### config.mk
export PLATFORM = sky130hd
export DESIGN_NAME = econet_rx
export DESIGN_NICKNAME = d
export VERILOG_FILES = /design/src/rtl/econet_rx.sv
export SDC_FILE = /design/constraint.sdc
export NUM_CORES = 1
export LEC_CHECK = 0
export CORE_MARGIN = 2
export CORE_UTILIZATION = 47
export CTS_CLUSTER_DIAMETER = 200
export DETAILED_ROUTE_END_ITERATION = 12
export MAX_ROUTING_LAYER = met4
export PLACE_DENSITY_LB_ADDON = 0.05
export SYNTH_ARGS = -nofsm -noshare
export SYNTH_HDL_FRONTEND = slang
export SYNTH_SLANG_ARGS = --single-unit
### constraint.sdc
create_clock -name mclk -period 7.4 [get_ports mclk]
set_clock_uncertainty 0.1 [all_clocks]
set_input_delay 1.85 -clock mclk [delete_from_list [all_inputs] [get_ports mclk]]
set_output_delay 1.85 -clock mclk [all_outputs]
set_load 0.05 [all_outputs]
### src/rtl/econet_rx.sv
// econet_rx: HDLC-style Econet line receiver; line clock oversampled on mclk.
// Optional CRC-16/CCITT frame check enabled by defining ECONET_RX_CRC_EN.
//
//   state | meaning
//   HUNT  | no frame open, waiting for a flag
//   FLAG  | flag(s) seen, waiting for the first committed data bit
//   DATA  | inside a frame, assembling bytes
module econet_rx #(
  parameter int NO_CLOCK_CYCLES = 256,
  parameter int SYNC_STAGES     = 2
) (
  input  logic       mclk,
  input  logic       reset,
  input  logic       rx_clk,
  input  logic       rx_data,
  output logic [7:0] rx_byte,
  output logic       byte_strobe,
  output logic       frame_complete,
  output logic       abort,
  output logic       idle,
  output logic       valid,
  output logic       no_clock
`ifdef ECONET_RX_CRC_EN
  ,
  output logic       crc_ok
`endif
);

  localparam int NCW = (NO_CLOCK_CYCLES < 2) ? 1 : $clog2(NO_CLOCK_CYCLES + 1);
  localparam logic [1:0] ST_HUNT = 2'd0;
  localparam logic [1:0] ST_FLAG = 2'd1;
  localparam logic [1:0] ST_DATA = 2'd2;

  logic [SYNC_STAGES-1:0] clk_sh, dat_sh;
  logic           clk_d, bit_stb, rise, nc_hit;
  logic [NCW-1:0] nc_cnt;
  logic [1:0]     st, st_n;
  logic [7:0]     win, win_n, sr, sr_n;
  logic [3:0]     win_cnt, wcnt_n, ones, ones_n;
  logic [2:0]     bit_cnt, bc_n, c1, c1_n;
  logic           got_byte, gb_n, drain, drain_n, idle_n;
  logic           commit, cbit, flag_hit, in_data, stuffed;
  logic           byte_done, fc_n, ab_n;
`ifdef ECONET_RX_CRC_EN
  logic [15:0]    crc, crc_n;

  function automatic logic [15:0] crc_step(input logic [15:0] c, input logic b);
    logic fb;
    fb = c[0] ^ b;
    crc_step = {1'b0, c[15:1]} ^ (fb ? 16'h8408 : 16'h0000);
  endfunction
`endif

  assign rise   = clk_sh[SYNC_STAGES-1] & ~clk_d;
  assign nc_hit = !rise && !no_clock && (nc_cnt == NCW'(NO_CLOCK_CYCLES - 1));
  assign valid  = (st == ST_DATA);

  always_comb begin
    st_n      = st;
    win_n     = win;
    wcnt_n    = win_cnt;
    ones_n    = ones;
    idle_n    = idle;
    drain_n   = drain;
    sr_n      = sr;
    bc_n      = bit_cnt;
    gb_n      = got_byte;
    c1_n      = c1;
`ifdef ECONET_RX_CRC_EN
    crc_n     = crc;
`endif
    byte_done = 1'b0;
    fc_n      = 1'b0;
    ab_n      = 1'b0;
    commit    = 1'b0;
    cbit      = win[0];
    flag_hit  = 1'b0;
    in_data   = 1'b0;
    stuffed   = 1'b0;
    if (bit_stb) begin
      // the oldest bit leaves the window and is committed before the new bit is judged
      commit   = (win_cnt == 4'd8);
      win_n    = {dat_sh[SYNC_STAGES-1], win[7:1]};
      wcnt_n   = (win_cnt == 4'd8) ? 4'd8 : win_cnt + 4'd1;
      flag_hit = (wcnt_n == 4'd8) && (win_n == 8'h7E);
      ones_n   = dat_sh[SYNC_STAGES-1] ? ((ones == 4'd15) ? 4'd15 : ones + 4'd1) : 4'd0;
      idle_n   = (ones_n == 4'd15);
      in_data  = commit && (st == ST_DATA || st == ST_FLAG);
      if (commit && st == ST_FLAG) begin
        st_n    = ST_DATA;
        bc_n    = 3'd0;
        gb_n    = 1'b0;
        c1_n    = 3'd0;
        drain_n = 1'b0;
`ifdef ECONET_RX_CRC_EN
        crc_n   = 16'hFFFF;
`endif
      end
      // after an abort, bits that were already in flight still finish their byte
      if (in_data || (commit && drain)) begin
        stuffed = in_data && !cbit && (c1_n == 3'd5);
        if (in_data)
          c1_n = cbit ? ((c1_n == 3'd7) ? 3'd7 : c1_n + 3'd1) : 3'd0;
        if (!stuffed) begin
          sr_n = {cbit, sr[7:1]};
          bc_n = bc_n + 3'd1;
`ifdef ECONET_RX_CRC_EN
          if (in_data)
            crc_n = crc_step(crc_n, cbit);
`endif
          if (bc_n == 3'd0) begin
            byte_done = 1'b1;
            gb_n      = 1'b1;
            drain_n   = 1'b0;
          end
        end
      end
      if (flag_hit) begin
        wcnt_n  = 4'd0;
        if (st_n == ST_DATA)
          fc_n = gb_n && (bc_n == 3'd0);
        st_n    = ST_FLAG;
        drain_n = 1'b0;
      end else if (ones_n == 4'd7) begin
        if (st_n == ST_DATA) begin
          ab_n    = 1'b1;
          drain_n = (bc_n != 3'd0);
        end
        st_n = ST_HUNT;
      end
    end
    if (no_clock || nc_hit) begin
      st_n    = ST_HUNT;
      fc_n    = 1'b0;
      ab_n    = 1'b0;
      drain_n = 1'b0;
      wcnt_n  = 4'd0;
    end
  end

  always_ff @(posedge mclk or negedge reset) begin
    if (!reset) begin
      clk_sh         <= '0;
      dat_sh         <= '0;
      clk_d          <= 1'b0;
      bit_stb        <= 1'b0;
      nc_cnt         <= '0;
      no_clock       <= 1'b0;
      st             <= ST_HUNT;
      win            <= 8'h00;
      win_cnt        <= 4'd0;
      ones           <= 4'd0;
      idle           <= 1'b0;
      drain          <= 1'b0;
      sr             <= 8'h00;
      bit_cnt        <= 3'd0;
      got_byte       <= 1'b0;
      c1             <= 3'd0;
      rx_byte        <= 8'h00;
      byte_strobe    <= 1'b0;
      frame_complete <= 1'b0;
      abort          <= 1'b0;
`ifdef ECONET_RX_CRC_EN
      crc            <= 16'hFFFF;
      crc_ok         <= 1'b0;
`endif
    end else begin
      clk_sh  <= {clk_sh[SYNC_STAGES-2:0], rx_clk};
      dat_sh  <= {dat_sh[SYNC_STAGES-2:0], rx_data};
      clk_d   <= clk_sh[SYNC_STAGES-1];
      bit_stb <= rise;
      if (rise) begin
        nc_cnt   <= '0;
        no_clock <= 1'b0;
      end else if (!no_clock) begin
        nc_cnt <= nc_cnt + NCW'(1);
        if (nc_hit)
          no_clock <= 1'b1;
      end
      st             <= st_n;
      win            <= win_n;
      win_cnt        <= wcnt_n;
      ones           <= ones_n;
      idle           <= idle_n;
      drain          <= drain_n;
      sr             <= sr_n;
      bit_cnt        <= bc_n;
      got_byte       <= gb_n;
      c1             <= c1_n;
      byte_strobe    <= byte_done;
      frame_complete <= fc_n;
      abort          <= ab_n;
      if (byte_done)
        rx_byte <= sr_n;
`ifdef ECONET_RX_CRC_EN
      crc <= crc_n;
      if (fc_n)
        crc_ok <= (crc_n == 16'hF0B8);
`endif
    end
  end

endmodule

==> out/results.ini, run 1 <==
[synth]
synth-compound-area-share = 0.101
synth_fa_ha_area_frac = 0.0482
yosys.area_share.xor_xnor = 0.0245
synth-edff-count = 0
ys_ff_latch = 61
ys_seq_area_frac = 0.534
async_reset_ff_frac = 1.00
syn_inst = 254
synth_simple_gate_area_share = 0.149
synth_top_family_by_area = simple AND/OR/NAND/NOR gates
yosys_most_used_dff = dfrtp_1
syn_avg_cell_area_um2 = 11.3
synthesis.area_um2 = 2860
synth_top_area_frac = 0.534
ys_top_cells_by_area = dfrtp_1 (53%), mux2_2 (9.5%), ha_1 (4.8%)
syn-num-nets = 269
synth.distinct_cells = 41
synth_mux_area_frac = 0.112
synth_area_leader_cell = dfrtp_1
synth_warnings = 0

[critical_path]
r2r_slack_ns = 3.96
crit_path_max_fanout = 4
crit_arrival_ns = 1.77
critical_path_class = reg -> out
cp-start-kind = flip-flop
worst_ep_required_time_ns = 5.45
endpoint_kind = output port

[sta]
hold_viol_final = 0
max_freq_ghz = 0.269
fin_crit_ns = 3.72
period_share = 0.503
rsz0062_at_grt = false
worst_pin_slew_ns = 0.752
setup_tns_ns = 0
slew_headroom = 0.499
maxSlewViolCount = 0
setup_violations = 0

[clock_tree]
cts_max_path_buffers = 2
clock-sinks = 61
cts_tree = yes
htree_num_levels = 3
cts_made_buffers = 9
clkTransAtPathRegs_ns = 0.06
clkLatencyLatePin_ns = 0.34
cts_setup_buffers = 0
post_cts_resized = 0
cts_root_buf = clkbuf_8
cts_hold_buf = 0

[floorplanning]
die_h_um = 82.0
die_w_um = 82.0
boundaryPins = 18
rows = 28
core_um2 = 5890
start_util = 0.486
dieArea_um2 = 6720

[pwr]
peakVddDrop_uv = 141
fin_total_pwr_w = 0.000764
power_frac_comb = 0.131
internal_power_w = 0.000550
swShare = 0.279
clkPwrFrac = 0.325
power.net_switching_w = 0.000213
power_leakage_nw = 1.55
power_density_nw_per_um2 = 234
seqPwrFrac = 0.545

[drt]
ant_nets = 0
wl_per_cell_um = 14.0
vias = 1866
routed_wl_mm = 4.98
drtIter0Drc = 115
drt_pass1_iterations = 4
route.detailed.drc = 0
via_per_inst = 5.26

[layout]
n_antenna_cell = 0
regArea_um2 = 1530
syn2layout_area_growth_pct = 14.0
multiInputGateArea_um2 = 1240
drive_gt1_frac = 0.161
fin_util = 0.554
fillerInstances = 519
fin_nets = 291

[place]
gp_congestion = 0.751
place.detailed.hpwl_mm = 3.32
io_buffers = 17

[global_route]
overflow = 0
grt_pass1_vias = 1791
grt_max_degree = 62
grt_usage = 0.178
grt_pass1_wl_mm = 8.51
antenna_found_initial = 0

[worst_hold_path]
hold_path_class = reg -> reg

[flow_run]
maxCapViolCount = 0

[run_status]
status = finished clean

-- synth_stat cells (2+ instances only) --
master,number
a21oi_1,16
a22o_1,5
and2_1,6
and3_1,2
buf_2,2
clkbuf_1,5
dfrtp_1,61
ha_1,11
inv_1,15
mux2_2,24
mux2i_1,5
nand2_1,16
nand2b_1,3
nand3_1,12
nand3b_1,3
nand4b_1,2
nor2_1,21
nor3_1,3
o211ai_1,2
o21ai_0,11
or3_1,3
xnor2_1,3
xor2_1,5
-- critical path, cell delays in order (launching register included) --
cell and delay, ns:
dfrtp_1 0.41, inv_1 0.07, ha_1 0.16, clkdlybuf4s50_1 0.80
-- cells by family (layout without fill, tap and decap cells) --
| group | Yosys count | after routing |
|---|---|---|
| AO/OA/AOI/OAI | 44 | 44 |
| buffers and inverters | 23 | 49 |
| XOR/XNOR | 8 | 8 |
| flip-flops | 61 | 61 |
| multiplexers | 29 | 29 |
| AND/OR/NAND/NOR | 78 | 78 |
| adder cells (fa/ha/maj) | 11 | 11 |
-- per-stage QoR --
stage | cell area [µm²] | std cells | setup slack (ns) | hold WS, ns
2_1_floorplan | 2860 | 254 | 4.57 | 0.231
6_report | 3260 | 355 | 3.68 | 0.249
4_1_cts | 3260 | 355 | 3.65 | 0.249
3_5_place_dp | 3100 | 340 | 3.95 | 0.235
5_1_grt | 3260 | 355 | 3.58 | 0.273
3_3_place_gp | 3100 | 340 | 4.04 | 0.233
-- state kept, by name, indices dropped and copies added, names as in the netlist, 2 cells and up --
signal	cells
clk_sh	2
dat_sh	2
win_cnt	4
st	2
rx_byte	8
sr	7
bit_cnt	3
c1	3
win	8
nc_cnt	9
ones	4
-- power by group through the flow --
stage	clock, W	combinational [W]	sequential (W)
3_3_place_gp	0	0.000100	0.000421
5_1_grt	0.000275	0.000113	0.000422
6_report	0.000248	0.000100	0.000416
2_1_floorplan	0	0.0000812	0.000410
4_1_cts	0.000258	0.000101	0.000415
3_5_place_dp	0	0.000101	0.000421
-- cells in the final DEF, fill, tap and decap left out, drive strengths merged, types with 2 or more instances in the layout --
cell type and count:
dfrtp 61, mux2 24, nor2 21, a21oi 17, nand2 16, clkdlybuf4s50 16
inv 15, clkbuf 13, nand3 12, o21ai 11, ha 11, and2 6
xor2 5, mux2i 5, a22o 5, nor3 4, nand2b 3, nand3b 3
xnor2 3, or3 3, nand4b 3, buf 3, and3 2, o211ai 2
clkinv 2
-- final cells by class --
class                      count  share of cell area
sequential                    61               0.469
multi-input combinational    170               0.381
timing repair buffer          19              0.0553
clock buffer                  13              0.0457
tap                           75              0.0288
inverter                      15              0.0173
clock inverter                 2             0.00307
-- final timing paths --
check,startpoint,endpoint,depth (start not counted)
min in group asynchronous,reset,nc_cnt[6],2
max in group asynchronous,reset,rx_byte[4],2
setup / recovery,st[0],valid,3
setup reg to reg,st[1],rx_byte[1],10
hold / removal,dat_sh[0],dat_sh[1],0
hold reg to reg,dat_sh[0],dat_sh[1],0
-- per-layer routing --
layer,vias to the layer above,GRT usage,share of wire
met5,-,-,0
met4,0,0.0900,0.023
met3,12,0.0593,0.029
met2,19,0.250,0.44
met1,900,0.229,0.51
li1,935,-,-
Note: power is estimated with default switching activity, not from simulation.
==> run 2: changes to the inputs <==
clock period = 3.8 ns   (was 7.4 ns; I/O delays follow)
==> run 2 against run 1 <==
- wire length increased by 2.3%
- die area is the same
- design area grew 3.2%
- highest routed layer unchanged
- register-to-register slack worse by 3.4 ns
==> out/results.ini, run 2 (synthesis results as in run 1) <==
[drt]
ant_nets = 0  ; unchanged
via_per_inst = 5.31  ; was 5.26
vias = 1900  ; was 1866
route.detailed.drc = 0  ; unchanged
drtIter0Drc = 87  ; was 115
wl_per_cell_um = 14.2  ; was 14.0 µm
drt_pass1_iterations = 4  ; unchanged
routed_wl_mm = 5.09  ; was 4.98 mm

[layout]
drive_gt1_frac = 0.180  ; was 0.161
syn2layout_area_growth_pct = 17.6  ; was 14.0%
largest_reg_flops = 9  ; unchanged
mostFrequentLayoutCell = dfrtp_1  ; unchanged
top_register = nc_cnt  ; unchanged
largestRegisters = nc_cnt x9, rx_byte x8, win x8  ; unchanged
fillerInstances = 512  ; was 519
fin_nets = 293  ; was 291
n_antenna_cell = 0  ; unchanged
layout_common_cells = dfrtp_1 (61), mux2_2 (24), nor2_1 (21)  ; unchanged

[pwr]
fin_total_pwr_w = 0.00171  ; was 0.000764 W
peakVddDrop_uv = 333  ; was 141 µV
power_density_nw_per_um2 = 510  ; was 234 nW/µm²
power_leakage_nw = 1.59  ; was 1.55 nW

[critical_path]
critical_path_class = reg -> reg  ; was reg -> out
crit_arrival_ns = 3.40  ; was 1.77 ns
worst_ep_required_time_ns = 3.93  ; was 5.45 ns
endpoint_kind = flip-flop  ; was output port
cp-start-kind = flip-flop  ; unchanged
crit_path_max_fanout = 14  ; was 4

[floorplanning]
core_um2 = 5890  ; unchanged
die_w_um = 82.0  ; unchanged
dieArea_um2 = 6720  ; unchanged
die_h_um = 82.0  ; unchanged
boundaryPins = 18  ; unchanged
rows = 28  ; unchanged
start_util = 0.486  ; unchanged

[clock_tree]
cts_root_buf = clkbuf_8  ; unchanged
cts_max_path_buffers = 2  ; unchanged
clkTransAtPathRegs_ns = 0.07  ; was 0.06 ns
cts_hold_buf = 0  ; unchanged
htree_num_levels = 3  ; unchanged
cts_setup_buffers = 0  ; unchanged
cts_tree = yes  ; unchanged
clkLatencyLatePin_ns = 0.34  ; about the same
cts_made_buffers = 9  ; unchanged
post_cts_resized = 0  ; unchanged
clock-sinks = 61  ; unchanged

[sta]
setup_tns_ns = 0  ; unchanged
setup_violations = 0  ; unchanged
maxSlewViolCount = 0  ; unchanged
rsz0062_at_grt = false  ; unchanged
max_freq_ghz = 0.306
whs_ns = 0.250  ; was 0.249 ns
fin_crit_ns = 3.27
slew_headroom = 0.645  ; was 0.499
hold_viol_final = 0  ; unchanged
worst_pin_slew_ns = 0.530  ; was 0.752 ns
period_share = 0.861

[global_route]
overflow = 0  ; unchanged
grt_pass1_vias = 1907  ; was 1791
grt_usage = 0.183  ; was 0.178
antenna_found_initial = 0  ; unchanged
grt_max_degree = 40  ; was 62
grt_pass1_wl_mm = 8.89  ; was 8.51 mm

[place]
place.detailed.hpwl_mm = 3.46  ; was 3.32 mm
io_buffers = 17  ; unchanged
gp_congestion = 0.787  ; was 0.751

[worst_hold_path]
hold_path_class = reg -> reg  ; unchanged

[run_status]
status = finished clean  ; unchanged

[flow_run]
maxCapViolCount = 0  ; unchanged

-- run 2: cell types whose count changed in the layout (fill, tap and decap cells not counted) --
cell and delta:
clkbuf_1 -3, bufinv_16 +3, clkinv_2 -1, clkinvlp_4 +2
buf_4 +2
-- run 2: layout make-up --
cell class	instances	area, µm²	area share
sequential	61	1530	0.454
inverter	15	56.3	0.0167
clock buffer	10	138	0.0409
clock inverter	6	110	0.0328
multi-input combinational	170	1240	0.370
timing repair buffer	21	195	0.0581
tap	75	93.8	0.0279
-- run 2: worst paths after layout --
| kind | endpoint | slack [ns] | cells past startpoint | from |
|---|---|---|---|---|
| worst max-delay path | rx_byte[7] | 0.53 | 11 | st[1] |
| worst min-delay path | dat_sh[1] | 0.25 | 0 | dat_sh[0] |
| worst max register to register | rx_byte[7] | 0.53 | 11 | st[1] |
| worst min register to register | dat_sh[1] | 0.25 | 0 | dat_sh[0] |
| max in group asynchronous | win[3] | 2.69 | 2 | reset |
| min in group asynchronous | nc_cnt[4] | 0.49 | 2 | reset |
-- run 2: where the power goes --
part           switching [W]  leakage, nW  internal, W
clock               0.000256        0.119     0.000452
combinational      0.0000974        0.664    0.0000990
sequential         0.0000858        0.810     0.000724
total               0.000440         1.59      0.00127
-- run 2: routing by layer --
metal / up-vias / GRT usage / part of all wire
li1: 937 / - / -
met1: 938 / 0.242 / 0.49
met2: 23 / 0.262 / 0.47
met3: 2 / 0.0560 / 0.035
met4: 0 / 0.0733 / 0.0049
met5: - / - / 0
-- run 2: worst max-delay path, cell delays in order, from the launching register on --
cell,delay [ns]
dfrtp_1,0.40
inv_1,0.10
ha_1,0.25
nand4b_1,0.47
and2_1,0.39
ha_1,0.23
nand3b_1,0.13
nor2_1,0.07
a21oi_2,0.13
buf_4,0.19
nand2_1,0.32
mux2_2,0.39
-- run 2: stage by stage --
step                cells   util  setup WS [ns]  cell area (µm²)
floorplan             254      -           1.23             2860
global route          358  0.571          0.245             3360
finish                358  0.571          0.528             3360
global placement      342  0.529          0.686             3110
detailed placement    342  0.529          0.565             3110
CTS                   358  0.571          0.537             3360
==> run 3: changes to the inputs <==
CTS_CLUSTER_DIAMETER = unset   (was 200)
HOLD_SLACK_MARGIN = 0.06   (was unset)
==> results of run 3 <==
The final DEF is identical to that of run 2; final timing and power are the same.
